**config.mk**
```make
export PLATFORM = sky130hd
export DESIGN_NAME = fib_seq_gen
export DESIGN_NICKNAME = d
export VERILOG_FILES = /design/src/rtl/fib_seq_gen.sv
export SDC_FILE = /design/constraint.sdc
export NUM_CORES = 1
export LEC_CHECK = 0
export CORE_UTILIZATION = 30
export CTS_BUF_LIST = sky130_fd_sc_hd__clkbuf_4
export DETAILED_ROUTE_END_ITERATION = 10
export GPL_TIMING_DRIVEN = 0
export PLACE_DENSITY_LB_ADDON = 0.1
export SYNTH_ARGS = -nofsm -noshare
export SYNTH_HDL_FRONTEND = slang
export SYNTH_SLANG_ARGS = --single-unit
```
**constraint.sdc**
```tcl
create_clock -name clk -period 5 [get_ports clk]
set_input_delay 0.75 -clock clk [delete_from_list [all_inputs] [get_ports clk]]
set_output_delay 0.75 -clock clk [all_outputs]
set_load 0.01 [all_outputs]
```
**src/rtl/fib_seq_gen.sv**
```systemverilog
// Iterative Fibonacci-style term generator with optional custom seeds.
// Term n is produced n+1 clocks after start, with a sticky truncation flag.
module fib_seq_gen #(
    parameter int DATA_WIDTH  = 16,
    parameter int INDEX_WIDTH = 16
) (
    input  logic                   clk,
    input  logic                   reset,
    input  logic [INDEX_WIDTH-1:0] din,
    input  logic [DATA_WIDTH-1:0]  seed_a,
    input  logic [DATA_WIDTH-1:0]  seed_b,
    input  logic                   use_seeds,
    input  logic                   start,
    output logic [DATA_WIDTH-1:0]  dout,
    output logic                   done,
    output logic                   busy,
    output logic                   overflow
);

    typedef enum logic [1:0] {
        IDLE,
        CALC,
        DONE
    } state_t;

    state_t                 state;
    logic [DATA_WIDTH-1:0]  r0;
    logic [DATA_WIDTH-1:0]  r1;
    logic [INDEX_WIDTH-1:0] cnt;
    logic                   ov0;
    logic                   ov1;
    logic [DATA_WIDTH:0]    sum;

    assign sum  = {1'b0, r0} + {1'b0, r1};
    assign busy = (state == CALC);

    always_ff @(posedge clk or posedge reset) begin
        if (reset) begin
            state    <= IDLE;
            r0       <= '0;
            r1       <= '0;
            cnt      <= '0;
            ov0      <= 1'b0;
            ov1      <= 1'b0;
            dout     <= '0;
            done     <= 1'b0;
            overflow <= 1'b0;
        end else begin
            unique case (state)
                IDLE, DONE: begin
                    if (start) begin
                        r0    <= use_seeds ? seed_a : '0;
                        r1    <= use_seeds ? seed_b : DATA_WIDTH'(1);
                        cnt   <= din;
                        ov0   <= 1'b0;
                        ov1   <= 1'b0;
                        done  <= 1'b0;
                        state <= CALC;
                    end
                end
                CALC: begin
                    if (cnt != '0) begin
                        // ov tags follow their terms; a carry marks the new term
                        r0  <= r1;
                        r1  <= sum[DATA_WIDTH-1:0];
                        ov0 <= ov1;
                        ov1 <= ov0 | ov1 | sum[DATA_WIDTH];
                        cnt <= cnt - 1'b1;
                    end else begin
                        dout     <= r0;
                        overflow <= ov0;
                        done     <= 1'b1;
                        state    <= DONE;
                    end
                end
                default: state <= IDLE;
            endcase
        end
    end

endmodule

```
* After elaboration in Yosys (flattened, before gate mapping)
Index checks and enable logic that the tools add are counted.
** Operators by class
- Bitwise operators :: 3
- Multiplexer cells :: 21
- Reductions and logical operators :: 8
- Eq/ne operators :: 5
- $add $sub $neg :: 2
** Operators with widths (count)
- $mux 16 :: 8
- $pmux 16 s2 :: 3
- $add 16x16->17 :: 1
- $reduce_bool 16->1 :: 1
- $sub 16x1->16 const B :: 1
- $pmux 1 s2 :: 3
- $reduce_and 3->1 :: 2
- $mux 1 :: 4
- $mux 2 :: 2
- $ne 2x2->1 const B :: 2
- $pmux 2 s2 :: 1
- $reduce_and 2->1 :: 2
- $eq 2x1->1 const B :: 1
- $eq 2x2->1 const B :: 1
- $logic_not 2->1 :: 1
- $ne 2x1->1 const B :: 1
- $or 1x1->1 :: 2
- $reduce_bool 2->1 :: 1
- $reduce_or 2->1 :: 1
- $not 1->1 :: 1
** Word-level totals
- Bits in registers :: 70
- Logic and storage cells :: 48

* Depth between registers and ports, before layout
Gate-level depths: netlist of the first run.
- Depth in word-level cells :: 4
- Mapped depth :: 10

* Least setup slack after synthesis of the first run
OpenSTA, ideal clock, no wires.
- Path kind :: register to register
- From :: reg r0[0]
- To :: reg ov1
- Setup slack :: 2.489 ns
- Data required time :: 4.878 ns
- Arrival :: 2.389 ns
- Clock period less this slack :: 2.511 ns
- Stages on the path, launching flop included :: 9
- Setup time :: 0.122 ns
- Path through :: dfrtp_1 > ha_1 > fa_1 > a21oi_2 > o21ai_2 > a2111oi_4 > nor2_1 > or3b_1 > a32o_1
** On the way
- Cells in the longest elaborated chain, start to end :: 4
** RTL lines
- start, declared :: RTL line 27 : logic [DATA_WIDTH-1:0] r0;
- start signal, assigned :: RTL line 52 : r0 <= use_seeds ? seed_a : '0;
- start signal, assigned :: RTL line 64 : r0 <= r1;
- $add 16x16->17 :: RTL line 34 : assign sum = {1'b0, r0} + {1'b0, r1};
- $or 1x1->1 :: RTL line 67 : ov1 <= ov0 | ov1 | sum[DATA_WIDTH];
- $mux 1 :: RTL line 62 : if (cnt != '0) begin
- $pmux 1 s2 :: RTL line 49 : unique case (state)
- end signal, assigned :: RTL line 67
- end, declared :: RTL line 31 : logic ov1;
No other way between the ends. The select of a mux whose other input is x is not followed.
A chain may end at the register's enable or synchronous reset.

* Worst setup path after layout of the first run
- From :: reg state[1]
- To :: out busy
** On the way
- Cells in the longest elaborated chain, start to end :: 1
** RTL lines
- start, declared :: RTL line 26 : state_t state;
- start signal, assigned :: RTL line 39 : state <= IDLE;
- start signal, assigned :: RTL line 58 : state <= CALC;
- start signal, assigned :: RTL line 73 : state <= DONE;
- $eq 2x1->1 :: RTL line 35 : assign busy = (state == CALC);
- end, declared :: RTL line 16 : output logic busy,
No other way between the ends.

==> metrics.txt, run 1 <==
# setup viols final=0; all-layer global routing usage=19.6%; Clock Skews=0.0173 ns; CORE AREA=13300 sq um; Port Buf Inserts=69; hold_sp=done; Critical Path Sink Type=output port; Place WS=2.09 ns; # resized after CTS=0; Initial DRT Pass Iterations=5; Mean Syn Cell Area=9.55 sq um; die area=14300 sq um; DRT antenna net count=0; Pwr Density=594 nW/um^2; WP data required=4.25 ns; H-tree depth=3; reg-to-reg endpoint=ov1; first-pass GRT wire length=21.0 mm; Overflow after GRT=0; crit path launch type=flip-flop; relative slew slack=56.2%; chip height=120 um; GP Congestion=0.896; metal1 wirelength=6.18 mm; wire length on met3=725 um; CTS Buf Count=9; Fin Setup TNS=0 ns; R2R depth=8; vias in the first global route=3731; mapped cell area=4150 sq um; DR WL/cell=18.7 um; Die Wd=120 um; vias per std cell=5.38; Hold Path Depth=1; initial core utilization=31.1%; TritonCTS clock tree=built; WS Path Type=reg2out; drt total wl=13.0 mm; synth warn=0; Final WS setup=1.65 ns; Layout area overhead=25.8%; max-slew violation count=0; Post-CTS Setup Bufs=0; Max VDD drop=0.000173 V; Reg-to-Reg Start=r0[0]; part of the cycle the worst path needs=67.0%; WHS Endpoint=done; Hold Buf Count CTS=0; CTS root buf=clkbuf_4; CTS clk-pin slew, worst paths=0.10 ns; Max clock buf depth=2; Synthesized Nets=506; commonest non-fill, non-tap cell in the layout=dfrtp_1; via count=3750; asr flop ratio synth=100%; Post-Synthesis Cells=435; met2 WL=5.90 mm; most frequent cells in the layout=dfrtp_1, clkdlybuf4s50_1, a21oi_1, nor2_1, nand2_1; Yosys reg bits=70; Hold WC Path Type=reg2reg; maxcap violations=0; Clock Latency Late Sink=0.45 ns; library cells used by synthesis=64; # IOs=71; flop2flop setup slack=2.21 ns; CTS sink count=70; pin count of the biggest net entering global routing=47; ANT cells=0; Iter 0 DRT Violations=198; initial antenna violation count=0; worst-path fanout max=10; leading register cell type out of synthesis=dfrtp_1; post-DP HPWL=9.54 mm; RSZ-0062 raised after global routing=false; register area share after synthesis=42.2%; minimum clock period after layout=3.35 ns; max layer used=met4; status=complete, no violations; Hold Vio Cnt, Final=0; DRC errors left=0; Post-synth EDFFs=0; arrival time of the worst setup path=2.60 ns; fmax=299 MHz; Cell Rows=42; worst-margin pin slew=0.657 ns; layout cells sized above 1=11.1%; static leakage=0.00222 uW; nets=587
[synth_stat cells, types with 3 or more instances]
cell type,n,area [sq um]
dfrtp_1,70,1750
a21oi_1,41,205
nor2_1,41,154
nand2_1,30,113
o21ai_0,24,120
ha_1,18,225
mux2_2,17,191
and3_1,16,100
a221o_1,15,150
clkbuf_1,13,48.8
nand3_1,11,55.1
a31oi_1,10,62.6
buf_2,9,45.0
inv_1,9,33.8
nor3_1,8,40.0
o211ai_1,5,37.5
xnor2_1,5,43.8
a21o_1,4,30.0
a22oi_1,4,30.0
and4_1,4,35.0
nor2b_1,4,25.0
o21a_1,4,30.0
or3_1,4,25.0
or4_1,4,30.0
a211oi_1,3,22.5
a221oi_1,3,26.3
nand2b_1,3,18.8
o21bai_1,3,22.5
o22ai_1,3,18.8
o2bb2ai_1,3,26.3
o32ai_1,3,26.3
or2_2,3,18.8
[cell type report]
class,count,area [sq um]
Multi-Input combinational cell,328,2230
Clock inverter,5,50.0
Fill cell,1373,8120
Timing Repair Buffer,70,718
Sequential cell,70,1750
Inverter,11,43.8
Buffer,26,134
Clock buffer,11,82.6
Tap cell,176,220
[worst max-delay path by stage]
| stage | slack, ns | to | start | cells past startpoint |
|---|---|---|---|---|
| after floorplan | 2.48 | cnt[0] | reset | 1 |
| after global placement | 1.02 | dout[7] | reset | 2 |
| after detailed placement | 2.09 | busy | state[1] | 4 |
| after CTS | 1.56 | busy | state[1] | 4 |
| after global routing | 1.47 | busy | state[1] | 4 |
| final | 1.65 | busy | state[1] | 4 |
[worst max-delay path: stages (launching register included)]
cell and delay, ns:
dfrtp_1 0.39, nand2b_1 0.31, clkinv_1 0.28, clkbuf_1 0.52
clkdlybuf4s50_1 0.66
[where the power goes]
part,internal (uW),total (uW),switching [uW]
clock network,160,372,212
registers,780,1000,223
logic,787,1730,945
[per-stage QoR]
stage	hold slack (ns)	cell area (sq um)	instances	util, %	power (uW)
floorplan	0.457	4150	435	-	2300
global placement	0.465	5060	680	37.9	2690
detailed placement	0.470	5090	681	38.2	2730
CTS	0.495	5230	697	39.2	3110
global route	0.525	5230	697	39.2	3390
finish	0.491	5230	697	39.2	3110
[registers in the layout (all words and copies together), names as in the netlist]
| name | cells |
|---|---|
| r0 | 16 |
| state | 2 |
| done | 1 |
| dout | 16 |
| cnt | 16 |
| ov1 | 1 |
| overflow | 1 |
| ov0 | 1 |
| r1 | 16 |
[kinds of logic (layout without fill, tap and decap cells)]
| logic type | after synthesis | in the layout | share of synthesized area, % |
|---|---|---|---|
| compound gates | 144 | 144 | 24.1 |
| simple gates | 142 | 142 | 17.7 |
| flops | 70 | 70 | 42.2 |
| buf+inv | 37 | 123 | 4.22 |
| fa+ha+maj | 19 | 19 | 5.90 |
| mux | 18 | 18 | 4.85 |
| xor+xnor | 5 | 5 | 1.05 |
[per-layer routing]
| metal | GRT usage (%) | up-vias |
|---|---|---|
| met5 | 0 | - |
| met4 | 7.19 | 0 |
| met3 | 3.47 | 16 |
| met2 | 30.4 | 104 |
| met1 | 27.2 | 1819 |
| li1 | - | 1811 |
(Power assumes the default switching activity.)
==> run 2, diff against run 1 <==
clock period = 3.3 ns   (was 5 ns; I/O delays follow)
==> results of run 2 <==
The final DEF is identical to that of run 1. Status: complete, no violations.
Among the figures that moved: setup slack after placement 2.09 ns -> 0.537 ns; clock-pin slew on the worst setup and hold paths 0.10 ns -> 0.12 ns; setup slack after layout 1.65 ns -> 0.207 ns; hold slack 0.491 ns -> 0.389 ns; register-to-register setup slack 2.21 ns -> 0.51 ns; total power 3110 uW -> 4710 uW; worst IR drop on VDD 0.000173 V -> 0.000263 V
==> run 3, diff against run 2 <==
CTS_CLUSTER_DIAMETER = 150   (was default)
==> results of run 3 <==
The final DEF is identical to that of run 1. Status: complete, no violations.
Among the figures that moved: setup slack after placement 2.09 ns -> 0.537 ns; clock-pin slew on the worst setup and hold paths 0.10 ns -> 0.12 ns; setup slack after layout 1.65 ns -> 0.207 ns; hold slack 0.491 ns -> 0.389 ns; register-to-register setup slack 2.21 ns -> 0.51 ns; total power 3110 uW -> 4710 uW; worst IR drop on VDD 0.000173 V -> 0.000263 V
==> patch 1 (config.mk and constraints of run 3) <==
Register the output `dout` once more, without a reset; this adds one clock of latency there. The other outputs are not delayed to match.
--- a/src/rtl/fib_seq_gen.sv
+++ b/src/rtl/fib_seq_gen.sv
@@ -24,4 +24,6 @@
     } state_t;
 
+    logic [DATA_WIDTH-1:0] dout_s0;
+
     state_t                 state;
     logic [DATA_WIDTH-1:0]  r0;
@@ -43,5 +45,5 @@
             ov0      <= 1'b0;
             ov1      <= 1'b0;
-            dout     <= '0;
+            dout_s0  <= '0;
             done     <= 1'b0;
             overflow <= 1'b0;
@@ -68,5 +70,5 @@
                         cnt <= cnt - 1'b1;
                     end else begin
-                        dout     <= r0;
+                        dout_s0  <= r0;
                         overflow <= ov0;
                         done     <= 1'b1;
@@ -79,4 +81,8 @@
     end
 
+    always_ff @(posedge clk) begin
+        dout <= dout_s0;
+    end
+
 endmodule
 
Behaviour: not the same (a bounded check fails within 4 cycles, from zero or initial values and one cycle with reset high).
==> patch 1 against run 3 <==
- wire length fell by 7.5%
- synthesized area rose by 3.8%
- clock skew fell by 0.0079 ns
- register-to-register slack improved by 0.17 ns
- cell area rose by 2.9%
- cell count rose by 3.7%
- via count fell by 3.7%
- setup slack improved by 0.16 ns
- sequential cell count rose by 16
- synthesized cell count rose by 5.3%
- critical path type unchanged
Power is not compared: it rests on default switching activity, and its combinational part moved more than twofold at a synthesized area within 25%.
==> patch 1: results (changes against run 3) <==
[worst_setup_path]
arrival_ns=2.44  ; -0.16 ns
critical_path_peak_fanout=18  ; +8
r2r_slack_ns=0.68  ; +0.17 ns

[route]
viasPerCell=5.00  ; -7.1%
drtIter0Drc=203  ; +2.5%
dr.pass1.iters=4  ; -1
routed_wirelength_um=12000  ; -7.5%

[grt]
grt.total_usage_pct=18.0  ; -1.6 points
grt_max_degree=49  ; +4.3%
grt_pass1_vias=3646  ; -2.3%
grt_pass1_wl_um=19700  ; -6.0%

[synth]
syn-num-nets=529  ; +4.5%
async_reset_ff_share_pct=81.4  ; -19 points
ys_top_cells_by_count=dfrtp_1, a21oi_1, nand2_1, o21ai_0, nor2_1
yosys-top-cells-area=dfrtp_1, dfxtp_1, a21oi_1, o21ai_0, ha_1
synth_cell_type_count=51  ; -20%
synth-seq-area-share_pct=48.1  ; +5.9 points

[final_layout]
nNetsFinal=609  ; +3.7%
drive_gt1_share_pct=9.58  ; -1.6 points

[clocking]
post_cts_resize_count=0  ; unchanged
clock_latency_ns=0.47  ; +0.02 ns

[placement]
place_congestion=0.834  ; -6.9%
io_buffers=69  ; unchanged
postPlaceCellArea_um2=5260  ; +3.2%
dpl.hpwl_um=8600  ; -9.8%

[status]
status=complete, no violations

[sta]
skew_ns=0.00940  ; -0.00788 ns
worstMarginPinSlew_ns=0.745  ; +0.0879 ns

## patch 1: path summary, 6_finish.rpt
kind	from	to	cells after the start
max in group asynchronous	reset	r0[1]	3
min in group clk	dout_s0[13]	dout[13]	0
worst min register to register	dout_s0[13]	dout[13]	0
worst max-delay path	state[0]	busy	4
worst min-delay path	reset	dout_s0[15]	2
worst max register to register	cnt[8]	dout_s0[14]	6
## patch 1: through the flow
stage	setup slack, ns	hold slack, ns	instances
after floorplan	1.03	0.344	458
after global placement	-0.438	0.351	707
after detailed placement	0.674	0.354	708
after CTS	0.107	0.322	724
after global routing	0.0284	0.336	723
final	0.362	0.335	723
## patch 1: cell families (layout without fill, tap and decap cells)
logic type      Yosys count  after routing  synth area share [%]
compound gates          144            144                  19.4
xor+xnor                 11             11                  2.24
fa+ha+maj                19             19                  5.69
buf+inv                  35            120                  4.41
flops                    86             86                  48.1
mux                      18             18                  4.67
simple gates            145            145                  15.6
## patch 1: metal layers
| layer | vias up | GRT usage (%) | wire (um) |
|---|---|---|---|
| met5 | - | 0 | 0 |
| met4 | 0 | 7.33 | 217 |
| met3 | 13 | 3.37 | 518 |
| met2 | 97 | 27.9 | 5470 |
| met1 | 1704 | 24.5 | 5840 |
| li1 | 1799 | - | - |
## patch 1: area by class of cell
cell class              instances  area (um2)
clock inverters                 6        52.6
flip-flops and latches         86        2070
repair buffers                 70         718
clock buffers                  10        75.1
multi-input cells             337        2050
fillers                      1439        8550
plain buffers                  25         148
well taps                     180         225
inverters                       9        41.3
## patch 1: where the power goes
group | total, mW | switching, mW | internal, mW
sequential | 1.05 | 0 | 1.05
combinational | 0.0900 | 0.0336 | 0.0564
clock | 0.603 | 0.372 | 0.231
total | 1.74 | 0.406 | 1.34
==> patch 2 (settings of run 3) <==
Without the edit above. `DATA_WIDTH`: 16 -> 14.
--- a/src/rtl/fib_seq_gen.sv
+++ b/src/rtl/fib_seq_gen.sv
@@ -2,5 +2,5 @@
 // Term n is produced n+1 clocks after start, with a sticky truncation flag.
 module fib_seq_gen #(
-    parameter int DATA_WIDTH  = 16,
+    parameter int DATA_WIDTH  = 14,
     parameter int INDEX_WIDTH = 16
 ) (
Ports: changed (resized dout, seed_a and seed_b); port bits go from 71 to 65. No check against the original RTL was run, so the function may have changed too.
==> patch 2 against run 3 <==
- synthesized area down 9.7%
- setup slack improved by 0.098 ns
- largest power group unchanged
- cell area shrank 9.6%
- sequential cell count is 6 lower
- largest cell class unchanged
- cell count shrank 5.0%
- power decreased by 16%
- core utilization is 0.17 points lower
- wire length fell by 14%
==> patch 2: results (changes against run 3) <==
[worst_setup_path]
critical_path_class=flip-flop to flip-flop
cpPeakStageDelay_ns=0.64  ; -0.02 ns
critical-path-top-delay-family=compound AO/OA/AOI/OAI gates
r2r_slack_ns=0.30  ; -0.21 ns
startpoint=r0[0]
cp.depth=8  ; +4
critical_path_peak_fanout=3  ; -7
arrival_ns=3.30  ; +0.70 ns

[grt]
grt_max_degree=65  ; +38%
grt_pass1_wl_um=18200  ; -13%
grt_pass1_vias=3432  ; -8.0%
grt.total_usage_pct=18.7  ; -0.85 points

[power_and_ir_drop]
power.leakage_nw=2.02  ; -9.0%
p_int_mw=2.25  ; -14%
ir_drop_mv=0.303  ; +15%

[final_layout]
area_share_clock_buf_inv_pct=2.75  ; +0.22 points
nNetsFinal=554  ; -5.6%
final_cells=662  ; -5.0%
seq_area_um2=1600  ; -8.6%
signal_buffers=86  ; -10%
layout.nonclk_buf_share_pct=15.9  ; -0.35 points
fill_cells=1288  ; -6.2%
seq_share_pct=33.9  ; +0.40 points
nFlopsAndLatches=64  ; -8.6%
n_all_inverters=10  ; -1
nMultiInputCombCells=318  ; -3.0%

[route]
viasPerCell=5.14  ; -4.4%
met2_length_um=5240  ; -11%
dr_wl_met3_um=479  ; -34%
dr.pass1.iters=4  ; -1
drt-met1-wl_um=5250  ; -15%
drtIter0Drc=226  ; +14%
routed_wirelength_um=11200  ; -14%

[synth]
syn-num-nets=481  ; -4.9%
avgSynthCellArea_um2=9.02  ; -5.6%
synth-xor-area-share_pct=1.87  ; +0.81 points
synth_cell_type_count=57  ; -11%
synth_mux_area_share_pct=4.77  ; -0.080 points
syn_area_um2=3750  ; -9.7%
synth-seq-area-share_pct=42.7  ; +0.53 points
synth_fa_ha_area_share_pct=5.87  ; -0.033 points
async_reset_ff_share_pct=100  ; unchanged

[sta]
skew_ns=0.0150  ; -0.00225 ns
slew_headroom_pct=44.6  ; -12 points
whs_ns=0.490  ; +0.100 ns

[placement]
postPlaceCellArea_um2=4590  ; -9.8%
io_buffers=63  ; -8.7%
dp_worst_setup_slack_ns=0.290  ; -0.247 ns
place_congestion=0.835  ; -6.8%
dpl.hpwl_um=8050  ; -16%
dp_cells=647  ; -5.0%

[status]
status=complete, no violations

[clocking]
post_cts_resize_count=1  ; +1

==> patch 2: cell count changes in the layout (fill, tap and decap cells not counted), sizes merged, moves of 4 or more <==
| cell | change |
|---|---|
| a221o | -15 |
| a21oi | -5 |
| and3 | -13 |
| nand2 | +12 |
| o211ai | -4 |
| nand3 | +17 |
| a31oi | +11 |
| dfrtp | -6 |
| a21o | +5 |
| clkdlybuf4s50 | -6 |
==> patch 2: metal layers <==
metal | track usage, % | vias to the layer above
li1 | - | 1674
met1 | 23.8 | 1630
met2 | 30.7 | 79
met3 | 4.25 | 21
met4 | 8.05 | 0
met5 | 0 | -
==> patch 2: power by group through the flow <==
| stage | logic [mW] | registers (mW) | clock network, mW |
|---|---|---|---|
| detailed placement | 2.05 | 1.34 | 0 |
| global placement | 2.02 | 1.33 | 0 |
| global route | 2.34 | 1.37 | 0.602 |
| floorplan | 1.62 | 1.26 | 0 |
| finish | 2.07 | 1.32 | 0.550 |
| CTS | 2.06 | 1.32 | 0.569 |
